File: config.mk
export PLATFORM = sky130hd
export DESIGN_NAME = hazard_ctrl
export DESIGN_NICKNAME = d
export VERILOG_FILES = /design/src/rtl/hazard_ctrl.sv
export SDC_FILE = /design/constraint.sdc
export NUM_CORES = 1
export LEC_CHECK = 0
export ABC_AREA = 1
export CAP_MARGIN = 20
export CORE_ASPECT_RATIO = 0.8
export CORE_UTILIZATION = 45
export CTS_BUF_LIST = sky130_fd_sc_hd__clkbuf_16
export CTS_CLUSTER_DIAMETER = 30
export DETAILED_ROUTE_END_ITERATION = 16
export DONT_BUFFER_PORTS = 1
export HOLD_SLACK_MARGIN = 0.03
export PLACE_DENSITY = 0.69
export SLEW_MARGIN = 20
export SYNTH_ARGS = -nofsm -noshare
export SYNTH_HDL_FRONTEND = slang
export SYNTH_SLANG_ARGS = --single-unit
File: constraint.sdc
create_clock -name clk -period 1.4 [get_ports clk]
set_input_delay 0 -clock clk [delete_from_list [all_inputs] [get_ports clk]]
set_output_delay 0 -clock clk [all_outputs]
set_load 0.01 [all_outputs]
File: src/rtl/hazard_ctrl.sv
// rtl/hazard_ctrl.sv - rv32i pipeline hazard controller
// Stage enables/flushes, EX forwarding selects, memory-wait freeze and perf counters.
module hazard_ctrl #(
   parameter int CNT_W = 16
) (
   input  logic             clk,
   input  logic             rst_n,
   input  logic [4:0]       id_rs1_addr,
   input  logic [4:0]       id_rs2_addr,
   input  logic             id_uses_rs1,
   input  logic             id_uses_rs2,
   input  logic [4:0]       ex_rs1_addr,
   input  logic [4:0]       ex_rs2_addr,
   input  logic [4:0]       ex_rd,
   input  logic             ex_load_regfile,
   input  logic             ex_mem_read,
   input  logic [4:0]       mem_rd,
   input  logic             mem_load_regfile,
   input  logic [4:0]       wb_rd,
   input  logic             wb_load_regfile,
   input  logic             br_taken,
   input  logic             imem_req,
   input  logic             imem_resp,
   input  logic             dmem_req,
   input  logic             dmem_resp,
   input  logic             perf_clr,
   output logic             pc_load,
   output logic             if_id_load,
   output logic             id_ex_load,
   output logic             ex_mem_load,
   output logic             mem_wb_load,
   output logic             if_id_flush,
   output logic             id_ex_flush,
   output logic [1:0]       fwd1_sel,
   output logic [1:0]       fwd2_sel,
   output logic [CNT_W-1:0] stall_count,
   output logic [CNT_W-1:0] bubble_count,
   output logic [CNT_W-1:0] flush_count
);

   typedef enum logic {RUN = 1'b0, WAIT = 1'b1} state_t;

   localparam logic [CNT_W-1:0] CNT_ONE = {{(CNT_W-1){1'b0}}, 1'b1};

   state_t state, state_nx;
   logic   i_done, d_done;
   logic   i_ok, d_ok, advance;
   logic   load_use, redirect_ev, bubble_ev;

   function automatic logic [1:0] fwd_sel(input logic [4:0] src,
                                          input logic [4:0] m_rd, input logic m_ld,
                                          input logic [4:0] w_rd, input logic w_ld);
      if (src != 5'd0 && m_ld && m_rd == src)      return 2'b01;
      else if (src != 5'd0 && w_ld && w_rd == src) return 2'b10;
      else                                         return 2'b00;
   endfunction

   assign i_ok    = !imem_req | imem_resp | i_done;
   assign d_ok    = !dmem_req | dmem_resp | d_done;
   assign advance = i_ok & d_ok;

   assign load_use = ex_mem_read & ex_load_regfile & (ex_rd != 5'd0) &
                     ((id_uses_rs1 & (id_rs1_addr == ex_rd)) |
                      (id_uses_rs2 & (id_rs2_addr == ex_rd)));

   // A redirect squashes the ID instruction, so it masks any load-use bubble.
   assign redirect_ev = advance & br_taken;
   assign bubble_ev   = advance & !br_taken & load_use;

   always_ff @(posedge clk or negedge rst_n) begin
      if (!rst_n) state <= RUN;
      else        state <= state_nx;
   end

   always_comb begin
      state_nx    = state;
      pc_load     = 1'b0;
      if_id_load  = 1'b0;
      id_ex_load  = 1'b0;
      ex_mem_load = 1'b0;
      mem_wb_load = 1'b0;
      if_id_flush = 1'b0;
      id_ex_flush = 1'b0;
      case (state)
         RUN:     if (!advance) state_nx = WAIT;
         WAIT:    if (advance)  state_nx = RUN;
         default: state_nx = RUN;
      endcase
      if (rst_n && advance) begin
         pc_load     = 1'b1;
         if_id_load  = 1'b1;
         id_ex_load  = 1'b1;
         ex_mem_load = 1'b1;
         mem_wb_load = 1'b1;
         if (br_taken) begin
            if_id_flush = 1'b1;
            id_ex_flush = 1'b1;
         end else if (load_use) begin
            pc_load     = 1'b0;
            if_id_load  = 1'b0;
            id_ex_flush = 1'b1;
         end
      end
   end

   assign fwd1_sel = rst_n ? fwd_sel(ex_rs1_addr, mem_rd, mem_load_regfile, wb_rd, wb_load_regfile) : 2'b00;
   assign fwd2_sel = rst_n ? fwd_sel(ex_rs2_addr, mem_rd, mem_load_regfile, wb_rd, wb_load_regfile) : 2'b00;

   // Responses only latch while frozen; a same-cycle response in RUN is consumed directly.
   always_ff @(posedge clk or negedge rst_n) begin
      if (!rst_n) begin
         i_done <= 1'b0;
         d_done <= 1'b0;
      end else if (advance) begin
         i_done <= 1'b0;
         d_done <= 1'b0;
      end else if (state == WAIT) begin
         if (imem_resp) i_done <= 1'b1;
         if (dmem_resp) d_done <= 1'b1;
      end
   end

   always_ff @(posedge clk or negedge rst_n) begin
      if (!rst_n) begin
         stall_count  <= '0;
         bubble_count <= '0;
         flush_count  <= '0;
      end else if (perf_clr) begin
         stall_count  <= '0;
         bubble_count <= '0;
         flush_count  <= '0;
      end else begin
         if (!advance && stall_count != '1)     stall_count  <= stall_count + CNT_ONE;
         if (bubble_ev && bubble_count != '1)   bubble_count <= bubble_count + CNT_ONE;
         if (redirect_ev && flush_count != '1)  flush_count  <= flush_count + CNT_ONE;
      end
   end

endmodule

# Yosys cells after proc, flatten, opt, wreduce, memory -nomap -nowiden
# Cells that the tools add are included.
# totals
register_bits	51
in_bits	49
out_inout_bits	59
word_cells	87
# op_classes
add_sub_neg	3
n_eq_ne	9
n_mux	28
bitwise	14
reduce_logical	27
# ops
operator	count
2-to-1 mux 16 bit	6
adder 16 x 1 -> 16 bit (second input constant)	3
!= test 16 bit (second input constant)	3
equality test 5 bit	6
2-to-1 mux 1 bit	16
nonzero test 5 bit	3
logical AND 1 bit	12
2-to-1 mux 2 bit	6
nonzero test 2 bit	6
bitwise AND 1 bit	9
OR 1 bit	5
logical NOT 1 bit	4
AND reduction 2 bit	2

# Logic depth before layout (Yosys ltp)
# depth
depth_word	9
mapped_depth	11
mapped_depth_nobuf	11

# Worst setup path before layout
# Ideal clock, no wire load.
# synth_timing
path_kind	reg-to-reg
start	register bubble_count[0]
end	register bubble_count[2]
setup_ns	0.117
arrival_time_ns	1.551
required_ns	1.283
path_slack_ns	-0.268
stages_incl_launch_ff	12
path_buffers	1
period_less_slack_ns	1.668
path_cell_list	dfrtp_1 > ha_1 > nand2_1 > inv_2 > nand2_1 > nor2_2 > nand3_1 > nand4_2 > nand2_4 > buf_6 > nand2_1 > nand2_1
# synth_via
elab_chain_cells	3
elab_cells_between_ends	6
cone_classes	1 x add/sub; 1 x eq/ne; 2 x mux; 2 x reduce/logical
# synth_lines
element	line	rtl
start, declared	37	output logic [CNT_W-1:0] bubble_count,
start signal, assigned	134	if (bubble_ev && bubble_count != '1) bubble_count <= bubble_count + CNT_ONE;
adder 16 x 1 -> 16 bit or != test 16 bit (tied branches)	134	
2-to-1 mux 16 bit or logical AND 1 bit (tied branches)	134	
2-to-1 mux 16 bit or nonzero test 2 bit (tied branches)	n/a	
# Parallel ways exist; a longest one is shown, timed or not. The select of a mux whose other input is x is not followed.
# A chain may end at the register's enable or synchronous reset.

# Final worst setup path
# layout_timing
start	register stall_count[1]
end	register stall_count[11]
# layout_via
elab_chain_cells	3
elab_cells_between_ends	6
cone_classes	1 x add/sub; 1 x eq/ne; 2 x mux; 2 x reduce/logical
# layout_lines
element	line	rtl
start, declared	36	output logic [CNT_W-1:0] stall_count,
start signal, assigned	133	if (!advance && stall_count != '1) stall_count <= stall_count + CNT_ONE;
adder 16 x 1 -> 16 bit or != test 16 bit (tied branches)	133	
2-to-1 mux 16 bit or logical AND 1 bit (tied branches)	133	
2-to-1 mux 16 bit or nonzero test 2 bit (tied branches)	n/a	
# Parallel ways exist; a longest one is shown, timed or not. The select of a mux whose other input is x is not followed.

==> metrics.md <==
| Metric | Value |
|---|---|
| Die width | 103.2 µm |
| Final GP Congestion | 0.8545 |
| First-pass GRT wire length | 16.93 mm |
| Clock sink count | 51 |
| Final ANT Viol Nets | 0 |
| RSZ-0062 raised after global routing | yes |
| Gr usage total | 24.72% |
| Lkg Pwr | 0.002533 µW |
| CP max FO | 4 |
| PnR worst setup slack | -0.2398 ns |
| Crit path time final | 1.640 ns |
| Power share of the clock group | 35.9% |
| WHS | -0.1916 ns |
| Pre-CTS setup slack | -0.2353 ns |
| Final net count | 699 |
| I/O Pins | 108 |
| Commonest non-fill, non-tap cell in the layout | nand2_1 |
| FF-to-FF Start | stall_count[1]$_DFFE_PN0P_ |
| Core Util, Final | 65.75% |
| DR DRC count | 0 |
| Clock buffer depth | 2 |
| R2R Setup Slk | -0.24 ns |
| WP data required | 1.58 ns |
| Crit. End Element | register |
| #FFs+latches synth | 51 |
| Buffers on Ports | 0 |
| Fillers | 677 |
| Row count | 29 |
| Setup CP Type | register to register |
| Arr. time, crit path | 1.82 ns |
| Mapped Nets | 596 |
| Setup Skew | 0.006386 ns |
| Endpoints failing hold | 24 |
| Largest net degree at the start of global routing | 52 |
| Power Internal | 2402 µW |
| Total gr overflow | 0 |
| Avg Inst Size Synth | 6.776 µm² |
| First-pass iteration count of the detailed router | 4 |
| Commonest non-fill, non-tap cells in the layout | nand2_1, buf_4, nor2_1 |
| Vias in the first global route | 3850 |
| Detail Placement HPWL | 7.685 mm |
| Vias | 3955 |
| # setup viols final | 48 |
| Die H | 82.95 µm |
| Vias per cell | 5.231 |
| # hold bufs at CTS | 5 |
| WL/cell | 14.64 µm |
| Routed wire length | 11.07 mm |
| Synth Instances | 544 |
| Hold Path Sink | flush_count[3]$_DFFE_PN0P_ |
| Antenna cells | 0 |
| Layout cell share with drive strength beyond 1 | 33.33% |
| Worst-skew pair later-pin latency | 0.29 ns |
| CTS tree | built |
| Switching pwr | 919.1 µW |
| CP startpoint kind | register |
| Slew Viols, Final | 0 |
| Worst-path clk slew | 0.07 ns |
| Total number of yosys warnings | 0 |
| Sw Ratio | 27.68% |
| WHS Path Cells | 1 |
| H-tree levels | 2 |
| Number of unique standard cell types used by synthesis | 36 |
| HP Start | perf_clr |
| Fmax | 0.6098 GHz |
| Slew HR | 72.29% |
| Core Area | 7946 µm² |
| Area grow syn2layout | 41.75% |
| Post-Syn Area | 3686 µm² |
| Sequential Power Share | 46.0% |
| Worst IR Drop VDD | 603.4 µV |
| DRT iter0 DRCs | 175 |
| Period utilization | 117.1% |
| Min-delay worst type | input pin to register |
| PwrDens | 635.5 nW/µm² |
| Sequential fraction of the synthesis area | 34.62% |
| Reg2reg path depth | 11 |
| Initial core utilization | 46.39% |
| CTS root buf | clkbuf_16 |
| CTS Buf Count | 5 |
| Max-Cap Viols | 0 |
| Failing checks | hold timing, setup timing |
| Initial antenna violation count | 0 |
| Comb power frac | 18.1% |
| Worst-Margin Slew | 0.4150 ns |
| Outcome | finished, violations left |
| Full die area | 8559 µm² |
| R2r endpoint | stall_count[11]$_DFFE_PN0P_ |
[worst max path at each step]
stage | from | to | slack, ns | cells past startpoint
3_3_place_gp | flush_count[1]$_DFFE_PN0P_ | flush_count[12]$_DFFE_PN0P_ | -0.13 | 7
3_5_place_dp | flush_count[1]$_DFFE_PN0P_ | flush_count[3]$_DFFE_PN0P_ | -0.24 | 10
4_1_cts | flush_count[0]$_DFFE_PN0P_ | flush_count[3]$_DFFE_PN0P_ | -0.17 | 10
6_report | stall_count[1]$_DFFE_PN0P_ | stall_count[11]$_DFFE_PN0P_ | -0.24 | 11
2_1_floorplan | flush_count[0]$_DFFE_PN0P_ | flush_count[3]$_DFFE_PN0P_ | -0.24 | 9
5_1_grt | stall_count[1]$_DFFE_PN0P_ | stall_count[11]$_DFFE_PN0P_ | -0.32 | 11
[cells by family after synthesis]
group	Yosys count	synth area share, %
fa+ha+maj	3	1.018
flops	51	34.62
compound gates	47	7.841
simple gates	333	39.88
xor+xnor	33	7.841
buf+inv	77	8.791
[synthesized netlist by cell type]
library cell / n / area [µm²]
nor3_4: 1 / 16.27
buf_4: 5 / 37.54
nand2_1: 153 / 574.3
a21oi_1: 11 / 55.05
nand3_1: 48 / 240.2
o21bai_1: 1 / 7.510
a31o_2: 2 / 17.52
inv_1: 50 / 187.7
nor4_1: 3 / 18.77
o21ai_1: 9 / 45.04
and2_1: 2 / 12.51
nor3_2: 1 / 10.01
xnor2_1: 10 / 87.58
nor2_1: 78 / 292.8
nand2_2: 5 / 31.28
nand4_1: 16 / 100.1
nand2_4: 1 / 11.26
buf_6: 2 / 22.52
nor2_4: 2 / 22.52
nor3_1: 15 / 75.07
o21ai_0: 10 / 50.05
xor2_1: 23 / 201.4
o211ai_1: 4 / 30.03
o21ai_2: 7 / 61.31
nand3b_1: 2 / 15.01
inv_2: 12 / 45.04
dfrtp_1: 51 / 1276
ha_1: 3 / 37.54
nor2_2: 2 / 12.51
buf_1: 1 / 3.750
clkbuf_1: 6 / 22.52
nor3b_1: 2 / 15.01
buf_2: 1 / 5.000
o31ai_1: 3 / 22.52
nand3_2: 1 / 10.01
nand4_2: 1 / 12.51
[repair_timing]
action                     in CTS  in global routing
hold endpoints to repair       78                 24
pin swaps                      17                 17
buffers inserted                7                  5
resized for setup              37                 72
setup endpoints to repair      52                 52
gates cloned                    0                  1
[per-layer routing]
metal | GRT usage [%] | vias to the layer above | wire length [µm]
met4 | 6.146 | 0 | 110
met3 | 5.219 | 12 | 741
li1 | - | 1956 | -
met2 | 42.12 | 124 | 5458
met1 | 31.60 | 1863 | 4760
met5 | 0 | - | 0
[flip-flops by register name, summed over array words and instances, names as in the netlist]
name and count:
state 1, bubble_count 16, i_done 1, stall_count 16, d_done 1, flush_count 16
[layout make-up]
cell class | count | area (µm²) | area share [%]
flip-flops and latches | 51 | 1277 | 24.45
inverters | 62 | 252.7 | 4.837
repair buffers | 111 | 933.4 | 17.86
clock inverters | 3 | 12.51 | 0.2395
well taps | 108 | 135.1 | 2.586
clock buffers | 5 | 125.1 | 2.395
multi-input cells | 416 | 2489 | 47.63
[per-stage QoR]
stage	TNS, ns	hold WS (ns)	area (µm²)	std cells	power (µW)
after floorplan	-7.849	-0.2956	3732	544	1853
after global placement	-2.730	-0.2945	4504	731	1981
after detailed placement	-5.331	-0.2944	4504	731	1993
after CTS	-4.944	-0.1911	4912	751	3277
after global routing	-9.915	-0.2009	5225	756	3468
final	-5.866	-0.1916	5225	756	3321
[critical path: stages (launching register included)]
cell,delay [ns]
dfrtp_1,0.41
ha_4,0.17
nand3_4,0.08
nor2_4,0.12
nand2_2,0.09
nor2_4,0.14
nand2_2,0.08
nand2_4,0.11
nand2_8,0.08
buf_6,0.15
nand2_2,0.07
nand2_1,0.05
[power groups by stage]
stage | clock network, µW | logic (µW) | registers (µW)
after CTS | 1210 | 542 | 1520
after detailed placement | 0 | 444 | 1550
after global routing | 1280 | 661 | 1530
after global placement | 0 | 434 | 1550
after floorplan | 0 | 288 | 1570
final | 1190 | 602 | 1530
(Power assumes the default switching activity.)
